File: config.mk
export PLATFORM = sky130hd
export DESIGN_NAME = lc4_div_iter
export DESIGN_NICKNAME = d
export VERILOG_FILES = /design/src/rtl/lc4_div_iter.sv
export SDC_FILE = /design/constraint.sdc
export NUM_CORES = 1
export LEC_CHECK = 0
export ABC_AREA = 0
export CORE_MARGIN = 8
export CORE_UTILIZATION = 43
export CTS_BUF_LIST = sky130_fd_sc_hd__clkbuf_4
export CTS_CLUSTER_DIAMETER = 80
export CTS_CLUSTER_SIZE = 14
export DETAILED_ROUTE_END_ITERATION = 8
export PLACE_DENSITY = 0.76
export SYNTH_ARGS = -nofsm -noshare
export SYNTH_HDL_FRONTEND = slang
export SYNTH_SLANG_ARGS = --single-unit
File: constraint.sdc
create_clock -name clk -period 6.9 [get_ports clk]
set_input_delay 2.07 -clock clk [delete_from_list [all_inputs] [get_ports clk]]
set_output_delay 2.07 -clock clk [all_outputs]
set_load 0.005 [all_outputs]
File: src/rtl/lc4_div_iter.sv
// Multi-cycle unsigned 16-bit restoring divider for LC4 DIV/MOD.
// One 16-bit carry-lookahead adder performs the trial subtraction of every iteration.

module cla16 (
    input  logic [15:0] i_a,
    input  logic [15:0] i_b,
    input  logic        i_cin,
    output logic [15:0] o_sum,
    output logic        o_cout
);
    logic [15:0] w_g;
    logic [15:0] w_p;
    logic [3:0]  w_gg;
    logic [3:0]  w_gp;
    logic [4:0]  w_gc;
    logic [15:0] w_c;

    assign w_g = i_a & i_b;
    assign w_p = i_a ^ i_b;

    // Group generate/propagate for each 4-bit slice.
    always_comb begin
        w_gg = '0;
        w_gp = '0;
        for (int k = 0; k < 4; k++) begin
            w_gg[k] = w_g[4*k+3]
                    | (w_p[4*k+3] & w_g[4*k+2])
                    | (w_p[4*k+3] & w_p[4*k+2] & w_g[4*k+1])
                    | (w_p[4*k+3] & w_p[4*k+2] & w_p[4*k+1] & w_g[4*k]);
            w_gp[k] = &w_p[4*k +: 4];
        end
    end

    assign w_gc[0] = i_cin;
    assign w_gc[1] = w_gg[0] | (w_gp[0] & i_cin);
    assign w_gc[2] = w_gg[1] | (w_gp[1] & w_gg[0]) | (w_gp[1] & w_gp[0] & i_cin);
    assign w_gc[3] = w_gg[2] | (w_gp[2] & w_gg[1]) | (w_gp[2] & w_gp[1] & w_gg[0])
                   | (w_gp[2] & w_gp[1] & w_gp[0] & i_cin);
    assign w_gc[4] = w_gg[3] | (w_gp[3] & w_gg[2]) | (w_gp[3] & w_gp[2] & w_gg[1])
                   | (w_gp[3] & w_gp[2] & w_gp[1] & w_gg[0])
                   | (w_gp[3] & w_gp[2] & w_gp[1] & w_gp[0] & i_cin);

    // Per-bit carries inside each slice, looked ahead from the slice carry-in.
    always_comb begin
        w_c = '0;
        for (int k = 0; k < 4; k++) begin
            w_c[4*k]   = w_gc[k];
            w_c[4*k+1] = w_g[4*k] | (w_p[4*k] & w_gc[k]);
            w_c[4*k+2] = w_g[4*k+1] | (w_p[4*k+1] & w_g[4*k])
                       | (w_p[4*k+1] & w_p[4*k] & w_gc[k]);
            w_c[4*k+3] = w_g[4*k+2] | (w_p[4*k+2] & w_g[4*k+1])
                       | (w_p[4*k+2] & w_p[4*k+1] & w_g[4*k])
                       | (w_p[4*k+2] & w_p[4*k+1] & w_p[4*k] & w_gc[k]);
        end
    end

    assign o_sum  = w_p ^ w_c;
    assign o_cout = w_gc[4];
endmodule

module lc4_div_iter #(
    parameter int W = 16
) (
    input  logic         clk,
    input  logic         rst,
    input  logic         i_valid,
    output logic         o_ready,
    input  logic [W-1:0] i_dividend,
    input  logic [W-1:0] i_divisor,
    output logic         o_valid,
    input  logic         i_ready,
    output logic [W-1:0] o_quotient,
    output logic [W-1:0] o_remainder
);
    typedef enum logic [1:0] {
        S_IDLE = 2'd0,
        S_BUSY = 2'd1,
        S_DONE = 2'd2
    } state_t;

    state_t       r_state;
    state_t       w_state_nxt;
    logic [3:0]   r_count;
    logic [W-1:0] r_q;
    logic [W-1:0] r_r;
    logic [W-1:0] r_div;
    logic         r_dz;

    logic         w_accept;
    logic [W:0]   w_s;
    logic [W-1:0] w_diff;
    logic         w_no_borrow;
    logic         w_ge;

    assign o_ready  = (r_state == S_IDLE) | ((r_state == S_DONE) & i_ready);
    assign w_accept = i_valid & o_ready;

    // Shift the next dividend bit into the partial remainder, then trial-subtract.
    assign w_s = {r_r, r_q[W-1]};

    cla16 u_cla (
        .i_a    (w_s[W-1:0]),
        .i_b    (~r_div),
        .i_cin  (1'b1),
        .o_sum  (w_diff),
        .o_cout (w_no_borrow)
    );

    // Carry-out of a + ~b + 1 is exactly (a >= b); bit W covers the 17-bit case.
    assign w_ge = w_s[W] | w_no_borrow;

    // NOTE: state is updated with non-blocking assignments so every register
    // samples the pre-edge values of its neighbours.
    always_ff @(posedge clk or negedge rst) begin
        if (!rst) r_state <= S_IDLE;
        else      r_state <= w_state_nxt;
    end

    // NOTE: next-state gets a default first so no path leaves it unassigned
    // and no latch is inferred.
    always_comb begin
        w_state_nxt = r_state;
        case (r_state)
            S_IDLE:  if (w_accept) w_state_nxt = S_BUSY;
            S_BUSY:  if (r_count == 4'd15) w_state_nxt = S_DONE;
            S_DONE: begin
                if (w_accept)     w_state_nxt = S_BUSY;
                else if (i_ready) w_state_nxt = S_IDLE;
            end
            default: w_state_nxt = S_IDLE;
        endcase
    end

    // NOTE: the datapath registers are reset too, so an aborted operation
    // cannot leak a partial quotient or remainder onto the outputs.
    always_ff @(posedge clk or negedge rst) begin
        if (!rst) begin
            r_count <= '0;
            r_q     <= '0;
            r_r     <= '0;
            r_div   <= '0;
            r_dz    <= 1'b0;
        end else if (w_accept) begin
            r_count <= '0;
            r_q     <= i_dividend;
            r_r     <= '0;
            r_div   <= i_divisor;
            r_dz    <= (i_divisor == '0);
        end else if (r_state == S_BUSY) begin
            r_count <= r_count + 4'd1;
            r_q     <= {r_q[W-2:0], w_ge};
            r_r     <= w_ge ? w_diff : w_s[W-1:0];
        end
    end

    // LC4 defines x/0 and x%0 as zero; the latched flag masks the raw result.
    assign o_valid     = (r_state == S_DONE);
    assign o_quotient  = r_dz ? '0 : r_q;
    assign o_remainder = r_dz ? '0 : r_r;
endmodule

==> run_results.csv <==
group,metric,value,unit
timing,drv_slew,0,
timing,fin_setup_tns,0,ns
floorplan,core,7650,um2
global_route,grt_pass1_wl,13.6,mm
worst_setup_path,cp.arrival,3.32,ns
timing,slew_headroom,30.6,%
layout,final_common_cell,"nand2_1",
worst_setup_path,start_kind,"input pin",
route,postRouteAntennaNets,0,
synthesis,synth.distinct_cells,46,
worst_setup_path,crit_type,"input pin to output pin",
cts,hold_buffers,0,
worst_hold_path,hold_depth,2,
floorplan,die_width,104,um
layout,final_cell_mix,"77 x nand2_1, 68 x clkdlybuf4s50_1, 55 x dfrtp_1, 31 x nor2b_1, 25 x o21ai_0",
floorplan,initial_core_util,43.8,%
timing,setup_viol,0,
worst_setup_path,path_delay_family,"buffers and inverters",
cts,cts_tree,"yes",
layout,drive_gt1_share,6.42,%
worst_setup_path,r2r_end,"r_r[13]",
synthesis,synth-edff-count,0,
worst_setup_path,crit_path_top_delay_cell,"clkdlybuf4s50_1",
synthesis,synthArstFlopShare,100,%
pwr,p_sw_share,43.8,%
synthesis,syn_nets,436,
cts,root_buffer,"clkbuf_4",
pwr,clkPwrFrac,7.7,%
worst_setup_path,cpPeakStageDelay,0.55,ns
synthesis,netlist_area,3350,um2
route,viasPerCell,5.18,
pwr,p_int,1.29,mW
timing,period_minus_slack,5.39,ns
synthesis,ys_seq_elements,55,
timing,post-route-period-util,78.1,%
worst_setup_path,rr_worst_depth,7,
route,wl_per_cell,14.6,um
placed_design,io_buffer_count,69,
route,firstDrtPassIters,4,
placed_design,dp_hpwl,5.93,mm
route,drc,0,
global_route,grt_max_degree,56,
route,vias,2788,
worst_setup_path,regToRegSetupSlack,4.08,ns
outcome,status,"finished clean",
floorplan,fp.dieH,104,um
cts,clkSlewWorstSetupHoldPaths,0.16,ns
layout,nets,493,
pwr,pwr-share-seq,26.8,%
floorplan,dieArea,10900,um2
global_route,antenna_found_initial,0,
global_route,grt_pass1_vias,2851,
timing,rsz0062_at_grt,"false",
synthesis,synth_area_per_cell,8.84,um2
synthesis,yosys_warnings,0,
route,drt_iter0_drc,156,
pwr,switchingPower,1.00,mW
layout,utilization,54.6,%
layout,synthToLayoutAreaGrowth,24.6,%
route,finalWirelength,7.88,mm
cts,postCtsSetupRepairBufs,0,
worst_setup_path,path_common_cell,"clkdlybuf4s50_1",
pwr,power_leakage,1.82,nW
worst_setup_path,path_cells,"clkdlybuf4s50_1 > inv_1 > a21oi_1 > clkdlybuf4s50_1",
timing,worstMarginPinSlew,1.04,ns
floorplan,pin_count,70,
cts,cts_resized,0,
global_route,overflow,0,
synthesis,ys.flop_type,"dfrtp_1",
synthesis,syn-instance-count,379,
global_route,grt_use_total,14.8,%
timing,fmax,186,MHz
cts,htree_levels,2,
pwr,power_frac_comb,65.5,%
cts,cts.path.max_buffers,2,
worst_setup_path,rr_startpoint,"r_r[6]",
run,drv_cap,0,
worst_hold_path,worstHoldPathType,"flop to flop",
synthesis,seq_area_frac_synth,41.1,%
cts,clock_sinks,55,
pwr,ir_worst_vdd,169,uV
floorplan,row_count,32,
cts,clk_latency,0.38,ns
worst_hold_path,hold_path_end,"r_q[10]",
worst_setup_path,crit_fanout,3,
cts,cts_made_buffers,5,
worst_setup_path,critPathBufInv,3,
timing,fin_skew,0.0141,ns
worst_setup_path,cp_num_cells,4,
worst_setup_path,cp-end-kind,"output pin",
pwr,design_power_total,2.29,mW
worst_hold_path,min_from,"r_q[10]",
timing,hold_viol,0,
layout,diodes,0,
pwr,pwr_density_cell,549,nW/um2
placed_design,gp_congestion,0.788,
worst_setup_path,cp_data_required_time,4.83,ns
final cells by class:
type	count	area, um2
tap	102	128
clock buffer	5	37.5
fill	697	3470
sequential	55	1380
inverter	22	82.6
multi-input combinational	279	1800
timing repair buffer	73	716
clock inverter	2	37.5
sequential cells by signal, summed over array words and instances (netlist names):
register	flops
r_count	4
r_div	16
r_dz	1
r_q	16
r_r	16
r_state	2
stage by stage:
step / hold slack [ns] / setup WS [ns] / instances / area [um2]
after floorplan: 0.460 / 2.54 / 379 / 3350
after global placement: 0.481 / 1.55 / 531 / 4100
after detailed placement: 0.481 / 1.51 / 531 / 4100
after CTS: 0.523 / 1.51 / 538 / 4170
after global routing: 0.545 / 1.47 / 538 / 4170
final: 0.517 / 1.51 / 538 / 4170
worst max-delay path by stage:
stage	end	start
after floorplan	o_ready	i_ready
after global placement	o_ready	i_ready
after detailed placement	o_ready	i_ready
after CTS	o_ready	i_ready
after global routing	o_ready	i_ready
final	o_ready	i_ready
worst reg2reg max path, delay by kind of cell (launching register included):
family          cells  cell delay (ns)
compound gates      3             0.88
fa+ha+maj           1             0.37
flops               1             0.46
simple gates        3             0.99
synthesized netlist by cell type, types with 2 or more instances:
cell | n | area (um2)
a22oi_1 | 15 | 113
dfrtp_1 | 55 | 1380
fa_1 | 3 | 60.1
nand3_1 | 13 | 65.1
nor4_1 | 4 | 25.0
ha_1 | 18 | 225
nand2_1 | 77 | 289
clkbuf_1 | 20 | 75.1
nor3_1 | 3 | 15.0
a21oi_1 | 7 | 35.0
o21a_1 | 3 | 22.5
o21ai_0 | 25 | 125
o31ai_1 | 2 | 15.0
o211ai_2 | 10 | 125
a21o_1 | 2 | 15.0
nand2b_1 | 2 | 12.5
o211ai_1 | 10 | 75.1
nor2b_1 | 32 | 200
nand4_1 | 3 | 18.8
o21ai_1 | 4 | 20.0
xnor2_1 | 4 | 35.0
nor2_1 | 12 | 45.0
inv_1 | 22 | 82.6
o221ai_1 | 2 | 17.5
and2_1 | 2 | 12.5
o21bai_1 | 3 | 22.5
xor2_1 | 7 | 61.3
kinds of logic after synthesis:
kind of cell / count (synthesis) / share of synthesized area [%]
AO/OA/AOI/OAI: 93 / 20.1
flip-flops: 55 / 41.1
XOR/XNOR: 11 / 2.88
adder cells (fa/ha/maj): 21 / 8.52
AND/OR/NAND/NOR: 154 / 22.0
buffers and inverters: 45 / 5.38
metal layers:
metal	vias to the layer above	routed length (um)	GRT usage, %
met1	1296	3920	19.0
met3	9	390	3.97
met2	69	3480	23.9
met5	-	0	0
li1	1414	-	-
met4	0	89	4.24
power by group through the flow:
stage | clock network, mW | logic [mW] | registers (mW)
floorplan | 0 | 1.10 | 0.581
global placement | 0 | 1.45 | 0.613
detailed placement | 0 | 1.50 | 0.619
CTS | 0.182 | 1.51 | 0.611
global route | 0.191 | 1.69 | 0.635
finish | 0.177 | 1.50 | 0.613
Power figures use the tool's default switching activity.
